### config.mk
export PLATFORM = sky130hd
export DESIGN_NAME = fetch_stage_flat
export DESIGN_NICKNAME = d
export VERILOG_FILES = /design/src/rtl/fetch_stage_if.sv /design/src/rtl/fetch_stage.sv /design/src/flat_wrapper.sv
export SDC_FILE = /design/constraint.sdc
export NUM_CORES = 1
export LEC_CHECK = 0
export CORE_MARGIN = 1
export CORE_UTILIZATION = 40
export CTS_CLUSTER_DIAMETER = 40
export DETAILED_ROUTE_END_ITERATION = 10
export PLACE_DENSITY = 0.86
export SLEW_MARGIN = 20
export SYNTH_ARGS = -nofsm -noshare
export SYNTH_HDL_FRONTEND = slang
export SYNTH_SLANG_ARGS = --single-unit
### constraint.sdc
create_clock -name clk -period 4.55 [get_ports clk]
set_input_delay 0.6825 -clock clk [delete_from_list [all_inputs] [get_ports clk]]
set_output_delay 0.6825 -clock clk [all_outputs]
set_load 0.02 [all_outputs]
### src/rtl/fetch_stage_if.sv
`default_nettype none
// ----------------------------------------------------------------------------
// Module   : fetch_stage_if
// Brief    : Hazard controls, instruction-ROM bus and IF/ID outputs of fetch.
// Revision : 1.0
// ----------------------------------------------------------------------------
interface fetch_stage_if #(
  parameter int DATA_WIDTH = 32,
  parameter int PC_WIDTH   = 32
);
  logic                  stall;
  logic                  flush;
  logic [PC_WIDTH-1:0]   branch_target;
  logic [PC_WIDTH-1:0]   imem_addr;
  logic [DATA_WIDTH-1:0] imem_rdata;
  logic [PC_WIDTH-1:0]   pc_out;
  logic [PC_WIDTH-1:0]   pc_plus4_out;
  logic [DATA_WIDTH-1:0] ins_out;
  logic                  if_id_valid;

  // master: the fetch stage itself
  modport master (
    input  stall, flush, branch_target, imem_rdata,
    output imem_addr, pc_out, pc_plus4_out, ins_out, if_id_valid
  );

  // slave: the surrounding pipeline, hazard unit and ROM
  modport slave (
    output stall, flush, branch_target, imem_rdata,
    input  imem_addr, pc_out, pc_plus4_out, ins_out, if_id_valid
  );
endinterface
`default_nettype wire

### src/rtl/fetch_stage.sv
`default_nettype none
// ----------------------------------------------------------------------------
// Module   : fetch_stage
// Brief    : Instruction fetch with stall hold buffer and flush redirect.
// Revision : 1.0
// ----------------------------------------------------------------------------
module fetch_stage #(
  parameter int                  DATA_WIDTH = 32,
  parameter int                  PC_WIDTH   = 32,
  parameter logic [PC_WIDTH-1:0] RESET_PC   = 32'h0000_0000,
  parameter logic [DATA_WIDTH-1:0] NOP_INSTR = 32'h0000_0013
) (
  input  wire logic         clk,
  input  wire logic         rst,
  fetch_stage_if.master     bus
);

  // BUBBLE: no valid instr; RUN: instr comes from the ROM; HELD: from hold buffer
  typedef enum logic [1:0] {
    BUBBLE = 2'd0,
    RUN    = 2'd1,
    HELD   = 2'd2
  } state_t;

  state_t                state_q, state_d;
  logic [PC_WIDTH-1:0]   pc_f_q, pc_f_d;
  logic [PC_WIDTH-1:0]   pc_q, pc_d;
  logic [DATA_WIDTH-1:0] hold_ins_q, hold_ins_d;

  always_ff @(posedge clk) begin
    if (rst) begin
      state_q    <= BUBBLE;
      pc_f_q     <= RESET_PC;
      pc_q       <= RESET_PC;
      hold_ins_q <= NOP_INSTR;
    end else begin
      state_q    <= state_d;
      pc_f_q     <= pc_f_d;
      pc_q       <= pc_d;
      hold_ins_q <= hold_ins_d;
    end
  end

  always_comb begin
    state_d    = state_q;
    pc_f_d     = pc_f_q;
    pc_d       = pc_q;
    hold_ins_d = hold_ins_q;
    if (bus.flush) begin
      pc_f_d  = {bus.branch_target[PC_WIDTH-1:2], 2'b00};
      state_d = BUBBLE;
    end else if (bus.stall) begin
      // The ROM output moves on after this edge, so latch the current word now
      if (state_q == RUN) begin
        hold_ins_d = bus.imem_rdata;
        state_d    = HELD;
      end
    end else begin
      pc_d    = pc_f_q;
      pc_f_d  = pc_f_q + PC_WIDTH'(4);
      state_d = RUN;
    end
  end

  always_comb begin
    bus.imem_addr    = pc_f_q;
    bus.pc_out       = pc_q;
    bus.pc_plus4_out = pc_q + PC_WIDTH'(4);
    bus.if_id_valid  = (state_q != BUBBLE);
    case (state_q)
      HELD:    bus.ins_out = hold_ins_q;
      RUN:     bus.ins_out = bus.imem_rdata;
      default: bus.ins_out = NOP_INSTR;
    endcase
  end

endmodule
`default_nettype wire

### src/flat_wrapper.sv
// flat-port wrapper written by rule: the top's interface ports become plain ports
module fetch_stage_flat 
#(
  parameter int                  DATA_WIDTH = 32,
  parameter int                  PC_WIDTH   = 32,
  parameter logic [PC_WIDTH-1:0] RESET_PC   = 32'h0000_0000,
  parameter logic [DATA_WIDTH-1:0] NOP_INSTR = 32'h0000_0013
)
  (clk, rst, bus_stall, bus_flush, bus_branch_target, bus_imem_rdata, bus_imem_addr, bus_pc_out, bus_pc_plus4_out, bus_ins_out, bus_if_id_valid);
  fetch_stage_if #(.DATA_WIDTH(DATA_WIDTH), .PC_WIDTH(PC_WIDTH)) bus_i ();
  input  wire logic clk;
  input  wire logic rst;
  input wire logic [$bits(bus_i.stall)-1:0] bus_stall;
  input wire logic [$bits(bus_i.flush)-1:0] bus_flush;
  input wire logic [$bits(bus_i.branch_target)-1:0] bus_branch_target;
  input wire logic [$bits(bus_i.imem_rdata)-1:0] bus_imem_rdata;
  output wire logic [$bits(bus_i.imem_addr)-1:0] bus_imem_addr;
  output wire logic [$bits(bus_i.pc_out)-1:0] bus_pc_out;
  output wire logic [$bits(bus_i.pc_plus4_out)-1:0] bus_pc_plus4_out;
  output wire logic [$bits(bus_i.ins_out)-1:0] bus_ins_out;
  output wire logic [$bits(bus_i.if_id_valid)-1:0] bus_if_id_valid;
  assign bus_i.stall = bus_stall;
  assign bus_i.flush = bus_flush;
  assign bus_i.branch_target = bus_branch_target;
  assign bus_i.imem_rdata = bus_imem_rdata;
  assign bus_imem_addr = bus_i.imem_addr;
  assign bus_pc_out = bus_i.pc_out;
  assign bus_pc_plus4_out = bus_i.pc_plus4_out;
  assign bus_ins_out = bus_i.ins_out;
  assign bus_if_id_valid = bus_i.if_id_valid;
  fetch_stage #(.DATA_WIDTH(DATA_WIDTH), .PC_WIDTH(PC_WIDTH), .RESET_PC(RESET_PC), .NOP_INSTR(NOP_INSTR)) u_core (.clk(clk), .rst(rst), .bus(bus_i));
endmodule
-- Word level (Yosys, flattened, before mapping)
Cells that the tools add are included.
W data, S select, Z words.
- register bits: 98
- word-level logic and storage cells: 24
- output and inout port bits: 129
- eq/ne operators: 4
- bitwise logic cells: 2
- muxes and demuxes: 5
- $add $sub $neg: 2
- reductions and logical operators: 5
- operators with widths (kind ; number):
    $add A32 B3 Y32 const B ; 2
    $mux W32 ; 2
    $pmux W32 S2 ; 1
    $ne A2 B1 Y1 const B ; 2
    $reduce_and A3 Y1 ; 1
    $reduce_or A3 Y1 ; 1
    $eq A2 B1 Y1 const B ; 1
    $eq A2 B2 Y1 const B ; 1
    $mux W1 ; 2
    $not A1 Y1 ; 2
    $reduce_and A2 Y1 ; 1
    $reduce_bool A2 Y1 ; 1
    $reduce_or A2 Y1 ; 1

-- Longest topological paths before layout
Gate-level depths: netlist of run 1.
- depth after elaboration: 3
- depth in mapped cells: 8

-- Least setup slack after synthesis of run 1
No wires, ideal clock.
- path type: reg-to-output
- from: register u_core.pc_q[16], in the netlist u_core.bus.pc_out[16]
- to: output port bus_pc_plus4_out[31]
- slack: 1.876 ns
- required time: 3.868 ns
- arrival: 1.992 ns
- stages on the path, launching flop included: 5
- cells stage by stage: dfxtp_1 nand4_1 nor4_1 nand4_1 xnor2_1
- cells in the longest elaborated chain, start to end: 1
- ends and longest elaborated chain (item ; RTL line ; source):
    start: declaration ; fetch_stage.sv:27 ; logic [PC_WIDTH-1:0] pc_q, pc_d;
    start signal: assignment ; fetch_stage.sv:39 ; pc_q <= pc_d;
    $add A32 B3 Y32 ; fetch_stage.sv:68 ; bus.pc_plus4_out = pc_q + PC_WIDTH'(4);
    end: declaration ; flat_wrapper.sv:19 ; output wire logic [$bits(bus_i.pc_plus4_out)-1:0] bus_pc_plus4_out;
No other way between the ends.

-- Worst setup path after layout of run 1
- from: register u_core.pc_q[16], in the netlist u_core.bus.pc_out[16]
- to: output port bus_pc_plus4_out[27]
Same word-level chain as after synthesis.

==> reports/results.ini, run 1 <==
[outcome]
status=completed

[layout]
final_common_cell=clkdlybuf4s50_1
syn2layout_area_growth_pct=42.8
antenna_cells=0
nNetsFinal=914
multiInputGateArea_um2=3040
seq_area_um2=1880
final_area_um2=7400
drive_gt1_frac=0.0378
finalNonFillerCells=1018
fillers=1154
layout_common_cells=clkdlybuf4s50_1, nand2_1, dfxtp_1, a21oi_1

[timing]
rsz0062_at_grt=false
finClkSkew_ns=0.00580
hold_viol=0
whs_ns=0.454
final-setup-viol-count=0
tns_ns=0
slew_viol_final=0
worst_slew_pin_slew_ns=1.02
max_freq_mhz=284
max-slew-margin-rel=0.318
post-route-period-util=0.774
min_period_ns=3.52
setup_slack_ns=1.03

[place]
gp_congestion=0.839
place_hpwl_mm=10.9
pre_cts_ws_ns=1.43
port_buffers=188
placed_area_um2=7120
place_inst=1002

[min_path]
min_path_type=reg -> reg

[yosys]
synth_edf_count=0
avgSynthCellArea_um2=7.56
synth_warnings=0
ys_seq_area_frac=0.363
syn-cell-area_um2=5190
synth_top_flop_cell=dfxtp_1
async_flop_share=0
ys_seq_elements=94
synth.distinct_cells=50
syn-instance-count=686

[route]
viasPerCell=5.46
ant_nets=0
wirelength_mm=15.7
drtIter0Drc=276
wl_per_cell_um=15.4
num_vias=5561
first_pass_iters=5
drc=0

[worst_setup_path]
path_delay_family=simple AND/OR/NAND/NOR gates
worstSetupPathType=reg -> out
worstPathArrival_ns=2.84
path_buf_inv=1
cp_common_cell=nand4_1
slowest_stage=nor4_1
path_max_fanout=8
endpoint_kind=output port
crit_chain=nand4_1 > nor4_1 > nand4_1 > xnor2_1 > clkdlybuf4s50_1
cp.required_ns=3.87
startpoint_type=register
cp_slowest_stage_delay_ns=0.85

[clocking]
cts_resized=0
cts_num_sinks=94
clkTransAtPathRegs_ns=0.07
numCtsBuffers=9
cts_max_level=3
cts_setup_buffers=0
cts_tree=built
clock-root-buffer=clkbuf_16
clk_latency_ns=0.34
cts_buffer_depth=2
cts_hold_buf=0

[global_route]
grt_usage=0.235
grt_first_pass_wirelength_mm=25.0
grt_max_degree=102
grt_antenna_before_repair=1
grt_pass1_vias=5004
gr-total-overflow=0

[die]
dieArea_um2=13400
core_area_um2=12600
start_util=0.411
dieHeight_um=116
placementRows=41
die_w_um=116
io-pin-count=197

[power_and_ir_drop]
leakage_nw=2.41
ir_drop_uv=169
powerDensity_nw_per_um2=265

[run]
timing.max_cap.violations=0

-- cell families (layout without fill, tap and decap cells) --
family / count (synthesis) / count (layout) / share of synthesized area
DFF: 94 / 94 / 0.363
and+or+nand+nor: 338 / 338 / 0.330
xor gates and xnor gates: 41 / 41 / 0.0692
adders and majority gates: 5 / 5 / 0.0121
AOI/OAI and AO/OA: 138 / 138 / 0.168
other: 1 / 6 / 0.000723
muxes: 1 / 1 / 0.00193
buffers and inverters: 68 / 223 / 0.0545
-- path summary, 6_finish.rpt --
check        cells past startpoint                     from  slack [ns]                  endpoint
max                              5    u_core.bus.pc_out[16]        1.03      bus_pc_plus4_out[27]
max reg2reg                      4  u_core.bus.imem_addr[4]        2.36  u_core.bus.imem_addr[19]
min                              2    u_core.hold_ins_q[16]        0.45     u_core.hold_ins_q[16]
min reg2reg                      2    u_core.hold_ins_q[16]        0.45     u_core.hold_ins_q[16]
-- where the power goes --
part	internal (mW)	switching [mW]	total, mW
clock	0.379	0.350	0.729
sequential	0.854	0.0553	0.909
combinational	0.162	0.162	0.324
total	1.39	0.567	1.96
-- per-stage QoR --
stage	total power, mW	util
floorplan	1.08	-
global placement	1.24	0.564
detailed placement	1.25	0.564
CTS	1.97	0.587
global route	2.04	0.587
finish	1.96	0.587
-- synthesized netlist by cell type (6+ instances only) --
cell type    n  area share
a211oi_1    16       0.023
a21oi_1     65       0.063
a22oi_1     32       0.046
and3_1       8      0.0097
and4_1      14       0.024
buf_4        6      0.0087
clkbuf_1    42       0.030
dfxtp_1     94        0.36
inv_1       11      0.0080
nand2_1    154        0.11
nand3_1     26       0.025
nand3b_1     9       0.013
nand4_1     18       0.022
nor2_1      34       0.025
nor2b_1     32       0.039
nor3_1       8      0.0077
nor4_1      15       0.018
xnor2_1     33       0.056
xor2_1       8       0.014
-- worst register-to-register path, delay by kind of cell (launching register included) --
kind | cells | cell delay [ns]
compound gates | 2 | 0.43
flops | 1 | 0.56
simple gates | 2 | 1.03
-- sequential cells by signal, summed over array words and instances, names as in the netlist --
signal and flops:
u_core.bus.imem_addr 30, u_core.state_q 2, u_core.bus.pc_out 30, u_core.hold_ins_q 32
-- area by class of cell --
class / instances / share of cell area
multi-input combinational: 529 / 0.411
timing repair buffer: 196 / 0.262
sequential: 94 / 0.254
clock buffer: 9 / 0.0304
tap: 172 / 0.0291
clock inverter: 7 / 0.00777
inverter: 11 / 0.00558
-- metal layers --
metal  up-vias  share of wire  track usage
li1       2718              -            -
met5         -              0            0
met1      2584           0.42        0.291
met4         0          0.018       0.0769
met2       235           0.47        0.384
met3        24          0.098       0.0785
(Power assumes the default switching activity.)
==> run 2: changes to the inputs <==
Clock period 4.55 ns to 3.7 ns, I/O delays scaled along.
==> reports/results.ini, run 2 (synthesis results as in run 1) <==
[outcome]
status=completed

[run]
timing.max_cap.violations=0

[layout]
largest_reg_flops=32
final_core_utilization=0.590
final_area_um2=7450
multiInputGateArea_um2=3040
fillers=1137
top_register=u_core.hold_ins_q
drive_gt1_frac=0.0413
seq_area_um2=1880
syn2layout_area_growth_pct=43.6
layout_common_cells=clkdlybuf4s50_1, nand2_1, dfxtp_1, a21oi_1
final_common_cell=clkdlybuf4s50_1
antenna_cells=0
finalNonFillerCells=1020
nNetsFinal=916

[worst_setup_path]
worstPathArrival_ns=2.75
path_max_fanout=8
cp.required_ns=3.14
worstSetupPathType=reg -> out
endpoint_kind=output port
startpoint_type=register

[timing]
whs_ns=0.455
finClkSkew_ns=0.00726
slew_viol_final=0
min_period_ns=3.31
rsz0062_at_grt=false
tns_ns=0
worst_slew_pin_slew_ns=0.728
max_freq_mhz=302
final-setup-viol-count=0
hold_viol=0
setup_slack_ns=0.393
max-slew-margin-rel=0.510
post-route-period-util=0.894

[clocking]
cts_buffer_depth=2
cts_max_level=3
clkTransAtPathRegs_ns=0.07
clk_latency_ns=0.35
clock-root-buffer=clkbuf_16
numCtsBuffers=9
cts_num_sinks=94
cts_hold_buf=0
cts_setup_buffers=0
cts_resized=0
cts_tree=built

[route]
viasPerCell=5.45
first_pass_iters=5
drc=0
drtIter0Drc=239
ant_nets=0
wirelength_mm=15.8
wl_per_cell_um=15.5
num_vias=5555

[min_path]
min_path_type=reg -> reg

[global_route]
gr-total-overflow=0
grt_usage=0.236
grt_pass1_vias=5103
grt_max_degree=68
grt_antenna_before_repair=0
grt_first_pass_wirelength_mm=25.2

[power_and_ir_drop]
p_seq_frac=0.448
p_switching_mw=0.703
switching_share=0.282
powerDensity_nw_per_um2=335
p_clk_frac=0.391
power_mw=2.49
p_comb_frac=0.161
internal-power_mw=1.79
leakage_nw=2.44
ir_drop_uv=202

[die]
core_area_um2=12600
placementRows=41
dieHeight_um=116
dieArea_um2=13400
start_util=0.411
die_w_um=116
io-pin-count=197

[place]
place_inst=1004
gp_congestion=0.837
place_hpwl_mm=11.3
port_buffers=188
pre_cts_ws_ns=0.716
placed_area_um2=7140

## run 2: power groups by stage
stage / clock network [mW] / logic (mW) / registers [mW]
final: 0.976 / 0.401 / 1.12
after detailed placement: 0 / 0.401 / 1.14
after global routing: 1.04 / 0.431 / 1.12
after CTS: 0.991 / 0.402 / 1.12
after floorplan: 0 / 0.174 / 1.15
after global placement: 0 / 0.395 / 1.14
## run 2: path summary, 6_finish.rpt
| path | endpoint | cells after the start | slack (ns) | from |
|---|---|---|---|---|
| worst max register to register | u_core.bus.imem_addr[31] | 4 | 1.40 | u_core.bus.imem_addr[4] |
| worst min-delay path | u_core.hold_ins_q[17] | 2 | 0.46 | u_core.hold_ins_q[17] |
| worst min register to register | u_core.hold_ins_q[17] | 2 | 0.46 | u_core.hold_ins_q[17] |
| worst max-delay path | bus_pc_plus4_out[22] | 6 | 0.39 | u_core.bus.pc_out[2] |
## run 2: critical path: stages, from the launching register on
cell             delay, ns
dfxtp_1               0.46
ha_1                  0.25
and4_1                0.28
and3_1                0.37
and3_1                0.24
xor2_1                0.18
clkdlybuf4s50_1       0.63
## run 2: area by class of cell
type | count | area share
multi-input combinational | 529 | 0.409
timing repair buffer | 198 | 0.262
sequential | 94 | 0.253
clock buffer | 9 | 0.0302
tap | 172 | 0.0289
clock inverter | 7 | 0.0114
inverter | 11 | 0.00554
## run 2: metal layers
| layer | vias to the layer above | global-route usage | share of wire |
|---|---|---|---|
| li1 | 2719 | - | - |
| met1 | 2527 | 0.276 | 0.40 |
| met2 | 273 | 0.394 | 0.47 |
| met3 | 36 | 0.0832 | 0.11 |
| met4 | 0 | 0.0949 | 0.023 |
| met5 | - | 0 | 0 |
